### src/rtl/fix_parser_pkg.sv
// Shared FIX tag=value parsing constants, field-scanner states and a digit classifier.
package fix_parser_pkg;

    localparam logic [7:0] SOH_CHAR = 8'h01;
    localparam logic [7:0] SEP_CHAR = 8'h3D;
    localparam logic [7:0] ASCII_0  = 8'h30;
    localparam logic [7:0] ASCII_9  = 8'h39;

    typedef enum logic [1:0] {
        TAG,
        VAL,
        SKIP
    } fix_fld_state_e;

    function automatic logic is_digit(input logic [7:0] b);
        return (b >= ASCII_0) && (b <= ASCII_9);
    endfunction

endpackage

### src/rtl/fix_beat_serializer.sv
// Walks a multi-byte input beat one byte per cycle, MSB lane first, and acknowledges the beat
// on the cycle its last kept lane is consumed.
module fix_beat_serializer #(
    parameter int DATA_BYTES = 4
) (
    input  logic                    clk,
    input  logic                    rst,
    input  logic                    in_valid,
    output logic                    in_ready,
    input  logic [8*DATA_BYTES-1:0] in_data,
    input  logic [DATA_BYTES-1:0]   in_keep,
    output logic [7:0]              byte_data,
    output logic                    byte_valid,
    input  logic                    byte_take
);

    localparam int CUR_W = (DATA_BYTES > 1) ? $clog2(DATA_BYTES) : 1;
    localparam logic [CUR_W-1:0] CUR_FIRST = CUR_W'(DATA_BYTES - 1);

    logic [CUR_W-1:0] cursor;
    logic             last_lane;

    // keep is contiguous from the MSB lane, so the beat ends at the first cleared lane below the cursor
    always_comb begin
        byte_data  = in_data[{cursor, 3'b000} +: 8];
        byte_valid = in_valid && !rst;
        last_lane  = (cursor == '0) || !in_keep[cursor - CUR_W'(1)];
        in_ready   = byte_take && last_lane;
    end

    always_ff @(posedge clk or posedge rst) begin
        if (rst) begin
            cursor <= CUR_FIRST;
        end else if (byte_take) begin
            cursor <= last_lane ? CUR_FIRST : cursor - CUR_W'(1);
        end
    end

    keep_nonzero_a: assert property (@(posedge clk) disable iff (rst) in_valid |-> (in_keep != '0));

endmodule

### src/rtl/fix_field_extractor.sv
// Sequential FIX field extractor: decodes tag digits, collects value bytes and emits one
// <tag, value, length, trunc> record per SOH-terminated field through a valid/ready register.
module fix_field_extractor
    import fix_parser_pkg::*;
#(
    parameter int DATA_BYTES    = 4,
    parameter int TAG_W         = 16,
    parameter int MAX_VAL_BYTES = 32,
    parameter int CNT_W         = 16
) (
    input  logic                                 clk,
    input  logic                                 rst,
    input  logic                                 in_valid,
    output logic                                 in_ready,
    input  logic [8*DATA_BYTES-1:0]              in_data,
    input  logic [DATA_BYTES-1:0]                in_keep,
    output logic                                 out_valid,
    input  logic                                 out_ready,
    output logic [TAG_W-1:0]                     out_tag,
    output logic [8*MAX_VAL_BYTES-1:0]           out_val,
    output logic [$clog2(MAX_VAL_BYTES+1)-1:0]   out_len,
    output logic                                 out_trunc,
    output logic [CNT_W-1:0]                     field_cnt,
    output logic [CNT_W-1:0]                     err_cnt
);

    localparam int LEN_W   = $clog2(MAX_VAL_BYTES + 1);
    localparam int VAL_W   = 8 * MAX_VAL_BYTES;
    localparam int DIG_MAX = TAG_W / 3 + 1;
    localparam int DIG_W   = $clog2(DIG_MAX + 2);

    function automatic logic [CNT_W-1:0] sat_inc(input logic [CNT_W-1:0] c);
        return (&c) ? c : c + CNT_W'(1);
    endfunction

    fix_fld_state_e   state, state_nx;
    logic [TAG_W-1:0] tag_acc;
    logic [DIG_W-1:0] dig_cnt;
    logic [VAL_W-1:0] val_acc;
    logic [LEN_W-1:0] len_acc;
    logic             trunc_acc;

    logic [7:0]       cur_byte;
    logic             byte_valid, byte_take, stall;
    logic [TAG_W+3:0] tag_mac;
    logic             tag_ovf;
    logic             load, err, acc_clear, dig_step, val_start, val_store, trunc_set;

    fix_beat_serializer #(
        .DATA_BYTES(DATA_BYTES)
    ) u_ser (
        .clk       (clk),
        .rst       (rst),
        .in_valid  (in_valid),
        .in_ready  (in_ready),
        .in_data   (in_data),
        .in_keep   (in_keep),
        .byte_data (cur_byte),
        .byte_valid(byte_valid),
        .byte_take (byte_take)
    );

    // A field-closing SOH waits while the previous record is still unclaimed
    always_comb begin
        stall     = byte_valid && (state == VAL) && (cur_byte == SOH_CHAR) && out_valid && !out_ready;
        byte_take = byte_valid && !stall;
        tag_mac   = {4'b0000, tag_acc} * (TAG_W+4)'(10) + (TAG_W+4)'(cur_byte - ASCII_0);
        tag_ovf   = (tag_mac[TAG_W+3:TAG_W] != 4'b0000) || (dig_cnt >= DIG_W'(DIG_MAX));
    end

    always_comb begin
        state_nx  = state;
        load      = 1'b0;
        err       = 1'b0;
        acc_clear = 1'b0;
        dig_step  = 1'b0;
        val_start = 1'b0;
        val_store = 1'b0;
        trunc_set = 1'b0;
        if (byte_take) begin
            unique case (state)
                TAG: begin
                    if (is_digit(cur_byte)) begin
                        if (tag_ovf) state_nx = SKIP;
                        else         dig_step = 1'b1;
                    end else if (cur_byte == SEP_CHAR) begin
                        if (dig_cnt != '0) begin
                            state_nx  = VAL;
                            val_start = 1'b1;
                        end else begin
                            state_nx = SKIP;
                        end
                    end else if (cur_byte == SOH_CHAR) begin
                        // a bare SOH is an empty field; digits with no '=' are malformed
                        if (dig_cnt != '0) begin
                            err       = 1'b1;
                            acc_clear = 1'b1;
                        end
                    end else begin
                        state_nx = SKIP;
                    end
                end
                VAL: begin
                    if (cur_byte == SOH_CHAR) begin
                        load      = 1'b1;
                        acc_clear = 1'b1;
                        state_nx  = TAG;
                    end else if (len_acc < LEN_W'(MAX_VAL_BYTES)) begin
                        val_store = 1'b1;
                    end else begin
                        trunc_set = 1'b1;
                    end
                end
                SKIP: begin
                    if (cur_byte == SOH_CHAR) begin
                        err       = 1'b1;
                        acc_clear = 1'b1;
                        state_nx  = TAG;
                    end
                end
                default: state_nx = TAG;
            endcase
        end
    end

    // Scan stage: field state and accumulators
    always_ff @(posedge clk or posedge rst) begin
        if (rst) begin
            state     <= TAG;
            tag_acc   <= '0;
            dig_cnt   <= '0;
            val_acc   <= '0;
            len_acc   <= '0;
            trunc_acc <= 1'b0;
        end else begin
            state <= state_nx;
            if (acc_clear) begin
                tag_acc   <= '0;
                dig_cnt   <= '0;
                val_acc   <= '0;
                len_acc   <= '0;
                trunc_acc <= 1'b0;
            end else begin
                if (dig_step) begin
                    tag_acc <= tag_mac[TAG_W-1:0];
                    dig_cnt <= dig_cnt + DIG_W'(1);
                end
                if (val_start) begin
                    val_acc   <= '0;
                    len_acc   <= '0;
                    trunc_acc <= 1'b0;
                end
                if (val_store) begin
                    val_acc[{len_acc, 3'b000} +: 8] <= cur_byte;
                    len_acc                         <= len_acc + LEN_W'(1);
                end
                if (trunc_set) trunc_acc <= 1'b1;
            end
        end
    end

    // Output stage: one-entry record register and statistics
    always_ff @(posedge clk or posedge rst) begin
        if (rst) begin
            out_valid <= 1'b0;
            out_tag   <= '0;
            out_val   <= '0;
            out_len   <= '0;
            out_trunc <= 1'b0;
            field_cnt <= '0;
            err_cnt   <= '0;
        end else begin
            if (load) begin
                out_valid <= 1'b1;
                out_tag   <= tag_acc;
                out_val   <= val_acc;
                out_len   <= len_acc;
                out_trunc <= trunc_acc;
            end else if (out_ready) begin
                out_valid <= 1'b0;
            end
            if (load) field_cnt <= sat_inc(field_cnt);
            if (err)  err_cnt   <= sat_inc(err_cnt);
        end
    end

endmodule

### config.mk
export PLATFORM = sky130hd
export DESIGN_NAME = fix_field_extractor
export DESIGN_NICKNAME = d
export VERILOG_FILES = /design/src/rtl/fix_parser_pkg.sv /design/src/rtl/fix_beat_serializer.sv /design/src/rtl/fix_field_extractor.sv
export SDC_FILE = /design/constraint.sdc
export NUM_CORES = 2
export LEC_CHECK = 0
export ABC_AREA = 1
export BUFFER_PORTS_ARGS = -buffer_cell sky130_fd_sc_hd__clkbuf_2
export CORE_MARGIN = 10
export CORE_UTILIZATION = 50
export CTS_BUF_LIST = sky130_fd_sc_hd__clkbuf_16
export DETAILED_ROUTE_END_ITERATION = 7
export PLACE_DENSITY = 0.7
export SETUP_SLACK_MARGIN = 0.3
export SLEW_MARGIN = 20
export SYNTH_ARGS = -nofsm -noshare
export SYNTH_HDL_FRONTEND = slang
export SYNTH_SLANG_ARGS = --single-unit
export TNS_END_PERCENT = 100
### constraint.sdc
create_clock -name clk -period 64.9 [get_ports clk]
set_clock_uncertainty 0.1 [all_clocks]
set_input_delay 19.47 -clock clk [delete_from_list [all_inputs] [get_ports clk]]
set_output_delay 19.47 -clock clk [all_outputs]
set_load 0.01 [all_outputs]
==> results.sh <==
export IMPL_hold_depth=2
export IMPL_cts_max_path_buffers=3
export IMPL_drv_cap=0
export IMPL_setup_viol=0
export IMPL_place_area_um2=30250
export IMPL_worstPathArrival_ns=20.94
export IMPL_path_cells="clkbuf_2, inv_1, nand2_1, nand3_1, nand2_1, inv_1, ha_1, inv_1, nor2_4, nand3_2, inv_2, nand2_2, nand2_4, nor2_1, clkbuf_2"
export IMPL_synthCells=3388
export IMPL_worst_r2r_path_depth=22
export IMPL_seqCellArea_um2=14970
export IMPL_drtIter0Drc=2425
export IMPL_syn_avg_cell_area_um2=8.340
export IMPL_antennaDiodeCount=0
export IMPL_clock_fmax_mhz=24.69
export IMPL_slew_headroom_pct=23.60
export IMPL_ctsHoldBuffers=0
export IMPL_row_count=87
export IMPL_worstPathRequired_ns=45.33
export IMPL_r2r_start="tag_acc[1]$_DFFE_PP0P_"
export IMPL_syn_nets=3490
export IMPL_critical_path_slowest_cell="nor2_4"
export IMPL_tightest_slew_ns=1.146
export IMPL_dieArea_um2=66420
export IMPL_synthTopCellsByArea="dfrtp_1 53%, nand2_1 18%, nand3_1 6.6%, a21oi_1 5.1%, ha_1 2.7%"
export IMPL_num_fill_cells=5284
export IMPL_yosysWarnings=0
export IMPL_p_per_area_nw_per_um2=32.22
export IMPL_totalWireLength_um=84180
export IMPL_netlist_area_um2=28260
export IMPL_r2r_end="tag_acc[0]$_DFFE_PP0P_"
export IMPL_drtAntennaViolNets=0
export IMPL_drv_slew=0
export IMPL_ys_ff_latch=598
export IMPL_yosys_area_top_type="dfrtp_1"
export IMPL_grt_pass1_wl_um=132500
export IMPL_routedWlPerCell_um=18.81
export IMPL_start_util_pct=50.31
export IMPL_worstSetupStartpointType="primary input"
export IMPL_core_area_um2=56170
export IMPL_place_congestion=0.9066
export IMPL_fp_dieW_um=257.7
export IMPL_status="finished, final reports clean"
export IMPL_fin_area_um2=32330
export IMPL_end_kind="output pin"
export IMPL_crit_buf_inv=6
export IMPL_crit_type="in -> out"
export IMPL_cts_root_buf="clkbuf_16"
export IMPL_postCtsSetupBuffers=0
export IMPL_synth_top_area_share_pct=52.78
export IMPL_numCtsBuffers=66
export IMPL_clkSlewWorstSetupHoldPaths_ns=0.05
export IMPL_clkLatencyLatePin_ns=0.61
export IMPL_irDropWorstVdd_mv=0.01915
export IMPL_area_delta_synth_final_pct=14.43
export IMPL_first_pass_iters=8
export IMPL_cpLargestDelayFamily="simple AND/OR/NAND/NOR gates"
export IMPL_ys_seq_area_share_pct=52.97
export IMPL_grt_pass1_vias=23094
export IMPL_nets=3775
export IMPL_holdPathEnd="out_val[52]$_DFFE_PP0P_"
export IMPL_cts_sinks=598
export IMPL_regToRegSetupSlack_ns=60.01
export IMPL_drive_gt1_share_pct=15.24
export IMPL_die_h_um=257.7
export IMPL_cp_slowest_stage_delay_ns=0.17
export IMPL_cp_common_cell="inv_1"
export IMPL_hp_start="out_val[52]$_DFFE_PP0P_"
export IMPL_power_leakage_nw=17.24
export IMPL_vias=23962
export IMPL_antenna_found_initial=0
export IMPL_synth_distinct_cells=44
export IMPL_min_period_ns=40.51
export IMPL_final_setup_tns_ns=0
export IMPL_overflow=0
export IMPL_rsz0062_at_grt="false"
export IMPL_hold_path_class="reg -> reg"
export IMPL_path_max_fanout=7
export IMPL_vias_per_cell=5.353
export IMPL_multiInputGateArea_um2=11730
export IMPL_grtUsageTotal_pct=24.79
export IMPL_post_route_drc_count=0
export IMPL_dp_hpwl_um=58030
export IMPL_ios=353
export IMPL_cts_resized=0
export IMPL_port_buffers=352
export IMPL_hold_viol_final=0
export IMPL_tritoncts="yes"
export IMPL_h_tree_depth=3
export IMPL_grt_max_degree=150
export IMPL_finalCritPeriodShare_pct=62.42
## power by group
part	leakage [nW]	total (mW)	internal [mW]	switching, mW
sequential	8.27	0.394	0.380	0.0137
combinational	7.91	0.282	0.0789	0.203
clock	1.06	0.366	0.211	0.155
## routing by layer
layer	part of all wire, %	routed length, µm	track usage [%]
met5	0	0	0
met4	2.9	2462	8.593
met3	7.4	6235	5.832
met2	47	39960	39.58
met1	42	35520	32.76
## layout make-up
type	count	area share [%]
tap	756	2.926
sequential	598	46.29
multi-input combinational	2462	36.28
clock inverter	47	1.180
clock buffer	68	5.263
inverter	171	2.055
timing repair buffer	374	6.010
## worst max-delay path by stage
stage | start | end | slack (ns) | depth (start not counted)
floorplan | rst | in_ready | 12.59 | 5
global placement | in_data[28] | in_ready | 24.44 | 15
detailed placement | in_data[28] | in_ready | 24.39 | 15
finish | in_data[28] | in_ready | 24.39 | 15
CTS | in_data[28] | in_ready | 24.39 | 15
global route | in_data[28] | in_ready | 24.26 | 15
## flip-flops by register name, summed over array words and instances, names as in the netlist
| register | flops |
|---|---|
| tag_acc | 16 |
| state | 2 |
| dig_cnt | 3 |
| out_valid | 1 |
| out_len | 6 |
| u_ser.cursor | 2 |
| out_trunc | 1 |
| err_cnt | 16 |
| val_acc | 256 |
| trunc_acc | 1 |
| out_tag | 16 |
| field_cnt | 16 |
| len_acc | 6 |
| out_val | 256 |
## logic make-up (layout without fill, tap and decap cells)
group / Yosys count / in the layout / synth area share (%)
adders and majority gates: 62 / 62 / 2.799
and+or+nand+nor: 1994 / 1994 / 30.61
DFF: 598 / 598 / 52.97
AOI/OAI and AO/OA: 351 / 351 / 6.279
xor gates and xnor gates: 55 / 55 / 1.731
buffers and inverters: 328 / 660 / 5.615
## tightest hold or removal path, stage by stage (launching register included)
cell,delay [ns]
dfrtp_1,0.34
nand2_1,0.05
nand2_1,0.05
## cell usage after synthesis (all sizes together)
library cell and number:
nor4 3, o21ai 54, a21oi 290, nor3b 1
ha 60, nor2 160, dfstp 2, nand2 1353
or2 2, a31oi 1, nor3 43, a22oi 1
o21bai 1, a211oi 1, nand3 377, fa 2
xor2 32, clkbuf 26, o31ai 1, xnor2 23
clkinv 5, inv 166, o21a 1, nand3b 2
nand4 50, and2 3, a31o 1, buf 131
dfrtp 596
## cell usage in the layout, fill, tap and decap left out, types with 2 or more instances in the layout
cell type / count
a21oi_1: 290
dfrtp_1: 596
clkinv_2: 11
nor2_4: 15
xor2_1: 32
dfstp_2: 2
clkinvlp_4: 3
nand4_4: 10
nand4_1: 37
clkbuf_16: 68
nor3_1: 26
bufinv_16: 5
nor2_1: 133
nand4_2: 3
ha_1: 60
clkbuf_2: 352
buf_4: 20
nand2_4: 3
nor3_4: 6
and2_1: 3
nand3b_1: 2
nand2_2: 10
inv_6: 4
xnor2_1: 22
fa_1: 2
nor4_1: 3
nand3_2: 2
nand3_1: 375
inv_8: 2
o21ai_0: 54
nor2_2: 12
nor3_2: 11
nand2_1: 1339
clkinv_1: 17
inv_2: 17
inv_1: 155
or2_2: 2
## stage by stage
stage | setup WS, ns | hold slack [ns] | total power, mW | std cells | utilization [%]
3_3_place_gp | 24.44 | 0.3533 | 0.6763 | 4361 | 53.85
6_report | 24.39 | 0.3658 | 1.042 | 4476 | 57.56
4_1_cts | 24.39 | 0.3705 | 1.042 | 4476 | 57.56
5_1_grt | 24.26 | 0.3863 | 1.095 | 4476 | 57.56
2_1_floorplan | 12.59 | 0.3493 | 0.5970 | 3388 | -
3_5_place_dp | 24.39 | 0.3573 | 0.6765 | 4361 | 53.85
Note: power is estimated with default switching activity, not from simulation.
